### src/rtl/fetch_queue_unit.sv
// Instruction-fetch front end: sequential PC generation, a bounded number of
// in-flight imem requests, and a prefetch queue drained by decode.
module fetch_queue_unit #(
  parameter int unsigned     XLEN            = 32,
  parameter logic [XLEN-1:0] RESET_PC        = 32'h0100_0000,
  parameter int unsigned     DEPTH           = 4,
  parameter int unsigned     MAX_OUTSTANDING = 2
) (
  input  logic                     clock,
  input  logic                     reset,
  output logic                     imem_req_valid,
  input  logic                     imem_req_ready,
  output logic [XLEN-1:0]          imem_req_addr,
  input  logic                     imem_rsp_valid,
  input  logic [31:0]              imem_rsp_data,
  input  logic                     redirect_valid,
  input  logic [XLEN-1:0]          redirect_pc,
  output logic                     d_valid,
  input  logic                     d_ready,
  output logic [XLEN-1:0]          d_pc,
  output logic [31:0]              d_insn,
  output logic [$clog2(DEPTH):0]   occupancy
);

  localparam int unsigned PW = $clog2(DEPTH);
  localparam int unsigned OW = PW + 1;
  localparam int unsigned CW = $clog2(MAX_OUTSTANDING + 1);
  localparam int unsigned TW = (MAX_OUTSTANDING > 1) ? $clog2(MAX_OUTSTANDING) : 1;
  localparam int unsigned SW = OW + CW;

  logic [XLEN-1:0] fetch_pc;
  logic [XLEN-1:0] q_pc   [DEPTH];
  logic [31:0]     q_insn [DEPTH];
  logic [PW-1:0]   head, tail;
  logic [OW-1:0]   count;
  logic [CW-1:0]   outstanding, discard, live;
  logic [XLEN-1:0] tag_mem [MAX_OUTSTANDING];
  logic [TW-1:0]   tag_wr, tag_rd, tag_wr_nxt, tag_rd_nxt;
  logic [SW-1:0]   fill;
  logic            accept, rsp_fire, push, pop;
  logic [1:0]      unused_redirect_lsbs;

  assign unused_redirect_lsbs = redirect_pc[1:0];

  // Queue space is reserved for every live in-flight request, so a push can never overflow.
  always_comb begin
    live           = outstanding - discard;
    fill           = SW'(count) + SW'(live);
    imem_req_valid = !reset && !redirect_valid
                     && (outstanding < CW'(MAX_OUTSTANDING))
                     && (fill < SW'(DEPTH));
    imem_req_addr  = fetch_pc;
    accept         = imem_req_valid && imem_req_ready;
    rsp_fire       = imem_rsp_valid && (outstanding != '0);
    push           = rsp_fire && (discard == '0) && !redirect_valid;
    d_valid        = (count != '0);
    pop            = d_valid && d_ready && !redirect_valid;
    d_pc           = d_valid ? q_pc[head]   : '0;
    d_insn         = d_valid ? q_insn[head] : '0;
    occupancy      = count;
    tag_wr_nxt     = (tag_wr == TW'(MAX_OUTSTANDING - 1)) ? '0 : tag_wr + TW'(1);
    tag_rd_nxt     = (tag_rd == TW'(MAX_OUTSTANDING - 1)) ? '0 : tag_rd + TW'(1);
  end

  always_ff @(posedge clock) begin
    if (reset) begin
      fetch_pc    <= RESET_PC;
      head        <= '0;
      tail        <= '0;
      count       <= '0;
      outstanding <= '0;
      discard     <= '0;
      tag_wr      <= '0;
      tag_rd      <= '0;
    end else begin
      if (redirect_valid)
        fetch_pc <= {redirect_pc[XLEN-1:2], 2'b00};
      else if (accept)
        fetch_pc <= fetch_pc + XLEN'(4);

      outstanding <= outstanding + CW'(accept) - CW'(rsp_fire);
      if (accept)   tag_wr <= tag_wr_nxt;
      if (rsp_fire) tag_rd <= tag_rd_nxt;

      // Everything still in flight after this cycle's response becomes stale.
      if (redirect_valid)
        discard <= outstanding - CW'(rsp_fire);
      else if (rsp_fire && (discard != '0))
        discard <= discard - CW'(1);

      if (redirect_valid) begin
        head  <= '0;
        tail  <= '0;
        count <= '0;
      end else begin
        if (push) tail <= tail + PW'(1);
        if (pop)  head <= head + PW'(1);
        count <= count + OW'(push) - OW'(pop);
      end
    end
  end

  always_ff @(posedge clock) begin
    if (accept)
      tag_mem[tag_wr] <= fetch_pc;
    if (push) begin
      q_pc[tail]   <= tag_mem[tag_rd];
      q_insn[tail] <= imem_rsp_data;
    end
  end

endmodule

### config.mk
export PLATFORM = sky130hd
export DESIGN_NAME = fetch_queue_unit
export DESIGN_NICKNAME = d
export VERILOG_FILES = /design/src/rtl/fetch_queue_unit.sv
export SDC_FILE = /design/constraint.sdc
export NUM_CORES = 1
export LEC_CHECK = 0
export CORE_UTILIZATION = 51
export DETAILED_ROUTE_END_ITERATION = 16
export PLACE_DENSITY = 0.77
export SYNTH_ARGS = -nofsm -noshare
export SYNTH_HDL_FRONTEND = slang
export SYNTH_SLANG_ARGS = --single-unit
### constraint.sdc
create_clock -name clock -period 9.4 [get_ports clock]
set_input_delay 0.94 -clock clock [delete_from_list [all_inputs] [get_ports clock]]
set_output_delay 0.94 -clock clock [all_outputs]
set_load 0.005 [all_outputs]
==> impl_metrics.toml <==
[sta]
worst_pin_slew_ns = 1.05
tns_ns = 0
finalSetupViolations = 0
hold_viol = 0
finalCritPeriodShare = 0.451
fin_skew_ns = 0.0204
whs_ns = 0.527
min_period_ns = 4.24
max_slew_margin = 0.302
rsz0062_at_grt = "false"
max_freq_ghz = 0.236
slew_violations = 0
setup_slack_ns = 5.16

[pwr]
clkPwrFrac = 0.390
power_switching_uw = 770
power_density_nw_per_um2 = 209
p_leak_nw = 5.48
combPwrFrac = 0.097
p_int_mw = 2.83
power_switching_share = 0.214
peakVddDrop_mv = 0.131
power_frac_seq = 0.513
report.power.total_mw = 3.60

[grt]
grt_pass1_vias = 7929
grt_pass1_wl_mm = 43.7
grt.overflow.total = 0
antenna_found_initial = 0
grt_max_degree = 65
grt.total_usage = 0.202

[place]
io_buffers = 164
post-place-ws_ns = 5.27
finalWeightedCongestion = 0.829
placed_area_um2 = 16000
dp.cells = 1281
dp_hpwl_mm = 15.6

[floorplan]
ios = 171
start_util = 0.522
rows = 60
dieArea_um2 = 28300
coreArea_um2 = 27000
dieHeight_um = 168
die_x_um = 168

[drt]
viasPerCell = 5.67
drtAntennaViolNets = 0
wl_mm = 27.9
num_vias = 7639
drc = 0
wire_per_inst_um = 20.7
firstDrtPassIters = 5
drtIter0Drc = 579

[cells_and_area]
drive_gt1_frac = 0.170
syn_to_final_growth_pct = 22.0
final_cell_area_um2 = 17200
nFillCells = 1919
fin_nets = 1062
fin_util = 0.637
num_antenna_cells = 0
instances_no_fill = 1347

[clocking]
hold_buffers = 0
cts_max_level = 2
postCtsResizedCells = 0
clock-root-buffer = "clkbuf_16"
cts_tree = "yes"
cts.sinks = 354
cts_buffers = 36
cts.path.max_buffers = 3
insertion_delay_ns = 0.51
clk_pin_slew_ns = 0.06
postCtsSetupBuffers = 0

[setup_path]
critical-path-max-stage-delay_ns = 0.76
path_max_fanout = 32
crit_path_start_kind = "flop"
r2r_start = "outstanding[0]"
crit_slowest_cell = "dfxtp_4"
endpoint_kind = "output pin"
crit_required_ns = 8.46
reg2regPathDepth = 14
critical_path_class = "reg -> out"
cp_cell_sequence = "buf_4, mux4_2, nor2b_1, clkdlybuf4s50_1"
timing.rr.end = "outstanding[1]"
rrSetupSlack_ns = 5.86
cp.arrival_ns = 3.30

[synthesis]
synth_area_leaders = "edfxtp_1 66%, mux4_2 9.9%, dfxtp_1 6.5%"
yosysTopAreaCell = "edfxtp_1"
yosysWarnings = 0
ys_types = 50
synthArstFlopShare = 0
syn_inst = 813
synth_top_area_frac = 0.656
synth_edf_count = 308
syn_area_per_cell_um2 = 17.3
syn_area_um2 = 14100
yosys_most_used_dff = "edfxtp_1"
synth-seq-area-share = 0.721
synth-seq-cells = 354

[worst_hold_path]
min_path_cells = 2
hold_path.class = "reg -> reg"
hold_start = "tail[1]"
min_to = "tail[1]"

[run]
drv_cap = 0

[run_status]
outcome = "completed"
[cell usage in the layout (no fill, tap or decap), types with 4 or more instances in the layout]
cell             instances
clkbuf_1                 7
a31oi_1                 13
mux2_2                  31
nor3_1                   7
ha_1                    13
a211oi_1                 5
clkbuf_16               37
xnor2_1                 11
and3_1                   8
nor2_1                  29
and2_1                   7
dfxtp_1                 44
nand4_1                 12
buf_4                    7
and4_1                   4
o211ai_1                 5
a21oi_1                 19
conb_1                   4
nand2_1                 28
xor2_1                   5
and2_4                   4
or3_1                    8
inv_1                   17
edfxtp_1               308
clkinv_2                 9
nor2b_1                 64
clkdlybuf4s50_1        164
nand3_1                 15
mux4_2                  62
clkbuf_8                 4
o21ai_0                 13
[per-layer routing]
layer  global-route usage  part of all wire  vias up  wire length [um]
met2                0.335              0.48      280             13400
met4               0.0581             0.021        0               597
met3               0.0414             0.066       40              1830
met1                0.271              0.43     3825             12100
li1                     -                 -     3494                 -
met5                    0                 0        -                 0
[worst max-delay path by stage]
| stage | to | cells past startpoint |
|---|---|---|
| 2_1_floorplan | tag_mem[0][10] | 7 |
| 3_3_place_gp | outstanding[1] | 11 |
| 3_5_place_dp | outstanding[1] | 11 |
| 4_1_cts | d_insn[1] | 4 |
| 5_1_grt | d_insn[1] | 4 |
| 6_report | d_pc[18] | 4 |
[cell type report]
class	instances	area, um2	share of cell area
well taps	341	427	0.0248
repair buffers	171	1690	0.0984
multi-input cells	397	3670	0.213
clock inverters	18	173	0.0100
flip-flops and latches	354	10200	0.591
clock buffers	48	1010	0.0585
inverters	18	67.6	0.00393
[critical path: cells and delay by family (launching register included)]
kind                   cells  cell delay, ns
DFF                        1            0.76
muxes                      1            0.59
and+or+nand+nor            1            0.14
buffers and inverters      2            1.27
[state kept, by name, indices dropped and copies added, names as in the netlist, named ones only]
signal / count
q_insn: 128
q_pc: 120
tag_mem: 60
imem_req_addr: 30
occupancy: 3
discard: 2
head: 2
outstanding: 2
tail: 2
tag_rd: 1
tag_wr: 1
[synth_stat cells (11+ instances only)]
master	n
inv_1	17
edfxtp_1	308
o21ai_0	13
dfxtp_1	46
mux4_2	62
mux2_2	31
ha_1	13
nor2b_1	64
a31oi_1	13
nand2_1	28
clkbuf_1	27
nand4_1	12
xnor2_1	11
nand3_1	15
a21oi_1	19
and2_1	11
nor2_1	30
buf_2	11
[cells by family after synthesis]
family	Yosys count	share of synthesized area
flops	354	0.721
simple gates	200	0.0798
mux	93	0.124
compound gates	70	0.0313
buf+inv	65	0.0209
xor+xnor	16	0.00994
fa+ha+maj	14	0.0130
other cells	1	0.000266
[power groups by stage]
| stage | clock network [mW] | logic (mW) | registers [mW] |
|---|---|---|---|
| finish | 1.40 | 0.349 | 1.85 |
| global placement | 0 | 0.341 | 1.88 |
| CTS | 1.43 | 0.352 | 1.85 |
| floorplan | 0 | 0.214 | 1.87 |
| detailed placement | 0 | 0.349 | 1.88 |
| global route | 1.49 | 0.381 | 1.86 |
Note: power is estimated with default switching activity, not from simulation.
==> RTL edit: new RTL, same settings <==
Reset style: asynchronous (`reset`), changed in one clocked block.
--- a/src/rtl/fetch_queue_unit.sv
+++ b/src/rtl/fetch_queue_unit.sv
@@ -62,7 +62,7 @@
     tag_rd_nxt     = (tag_rd == TW'(MAX_OUTSTANDING - 1)) ? '0 : tag_rd + TW'(1);
   end
 
-  always_ff @(posedge clock) begin
+  always_ff @(posedge clock or posedge reset) begin
     if (reset) begin
       fetch_pc    <= RESET_PC;
       head        <= '0;
Formal check against the unedited RTL: differs if reset is asserted again (counterexample within 4 cycles, from zero or initial values and one cycle with reset high); with reset held inactive, the same outputs for 4 cycles.
==> RTL edit against the original RTL <==
Synthesized area is essentially flat; critical path type unchanged; register-to-register slack gained 130 ps; synthesized cell count shrank 4.8%; setup slack lost 56 ps; cell area grew 0.46%; wire length shrank 4.6%; via count shrank 2.3%; critical path depth is the same; sequential cell count shrank 3; largest cell class unchanged.
Power is not compared: it rests on default switching activity, and its combinational part moved more than twofold at a synthesized area within 25%.
==> RTL edit: results (changes against the original RTL) <==
INFO  metric place_ws = 5343 ps (was 5274 ps)
INFO  metric status = complete, no violations (unchanged)
INFO  metric critical_path.slowest_cell = buf_4 (was dfxtp_4)
INFO  metric detailroute.wirelength.met2 = 12,840 µm (was 13,370 µm)
INFO  metric detailed_place.area = 0.01608 mm² (was 0.01603 mm²)
INFO  metric ff_latch_area = 0.01033 mm² (was 0.01018 mm²)
INFO  metric grt_util_met3 = 3.385% (was 4.137%)
INFO  metric final_cell_area = 0.01729 mm² (was 0.01721 mm²)
INFO  metric grt_max_degree = 66 (was 65)
INFO  metric number_of_global_route_vias_before_repair = 7,604 (was 7,929)
INFO  metric num-multi-input-gates = 371 (was 397)
INFO  metric min_to = outstanding[0] (was tail[1])
INFO  metric place.detailed.instances = 1,251 (was 1,281)
INFO  metric timing.rr.end = imem_req_addr[23] (was outstanding[1])
INFO  metric yosys-mux-area-fraction = 12.80% (was 12.38%)
INFO  metric finalWeightedCongestion = 0.8408 (was 0.8292)
INFO  metric worstPathMaxFanout = 41 (was 32)
INFO  metric cts_sinks = 351 (was 354)
INFO  metric synth_compound_gate_area_share = 3.186% (was 3.132%)
INFO  metric place_hpwl = 15,490 µm (was 15,560 µm)
INFO  metric clock_tree_area_fraction = 6.997% (was 6.855%)
INFO  metric clock_buffer_count = 43 (was 48)
INFO  metric syn_area = 0.01410 mm² (about the same)
INFO  metric fillers = 1,912 (was 1,919)
INFO  metric dr_total_vias = 7,463 (was 7,639)
INFO  metric grt_use_total = 19.22% (was 20.19%)
INFO  metric routed_via_density = 5.662 (was 5.671)
INFO  metric synth_xor_area_share = 0.8077% (was 0.9936%)
INFO  metric post_synthesis_cell_count = 774 (was 813)
INFO  metric synth_sequential_area_ratio = 73.25% (was 72.11%)
INFO  metric yosys.area_share.adder = 1.296% (was 1.295%)
INFO  metric synth_cell_type_count = 48 (was 50)
INFO  metric globalRouteMet1Util = 27.53% (was 27.14%)
INFO  metric hold_start = outstanding[0] (was tail[1])
INFO  metric synth.top_cells.by_count = edfxtp_1, and2_1, mux4_2, dfrtp_1, nand2_1 (was edfxtp_1, nor2b_1, mux4_2, dfxtp_1, mux2_2)
INFO  metric worstHoldPathCells = 1 (was 2)
INFO  metric multi_input_comb_area = 0.003562 mm² (was 0.003667 mm²)
INFO  metric async_flop_share = 12.25% (was 0%)
INFO  metric firstDrtPassIters = 7 (was 5)
INFO  metric reg2reg_path_depth = 10 (was 14)
INFO  metric regToRegSetupSlack = 5990 ps (was 5860 ps)
INFO  metric route.final.wire_length = 26,610 µm (was 27,890 µm)
INFO  metric drive_gt1_share = 17.09% (was 17.00%)
-- RTL edit: cell types whose count changed in the layout (fill, tap and decap cells not counted), moves of 8 or more --
| cell | unedited run | this run |
|---|---|---|
| nor2_1 | 29 | 18 |
| nand2_1 | 28 | 36 |
| clkinv_1 | 3 | 11 |
| nor2b_1 | 64 | 1 |
| and2_1 | 7 | 64 |
| a21oi_1 | 19 | 8 |
| a31oi_1 | 13 | 1 |
| o311ai_0 | 1 | 12 |
| dfxtp_1 | 44 | 0 |
| dfrtp_1 | 0 | 40 |
-- RTL edit: worst max-delay path by stage --
stage | cells past startpoint | end | slack [ps]
6_report | 4 | d_pc[15] | 5100
5_1_grt | 4 | d_pc[15] | 4850
4_1_cts | 4 | d_pc[30] | 5010
3_5_place_dp | 10 | outstanding[1] | 5340
3_3_place_gp | 10 | outstanding[1] | 5380
2_1_floorplan | 11 | tag_mem[0][10] | 5820
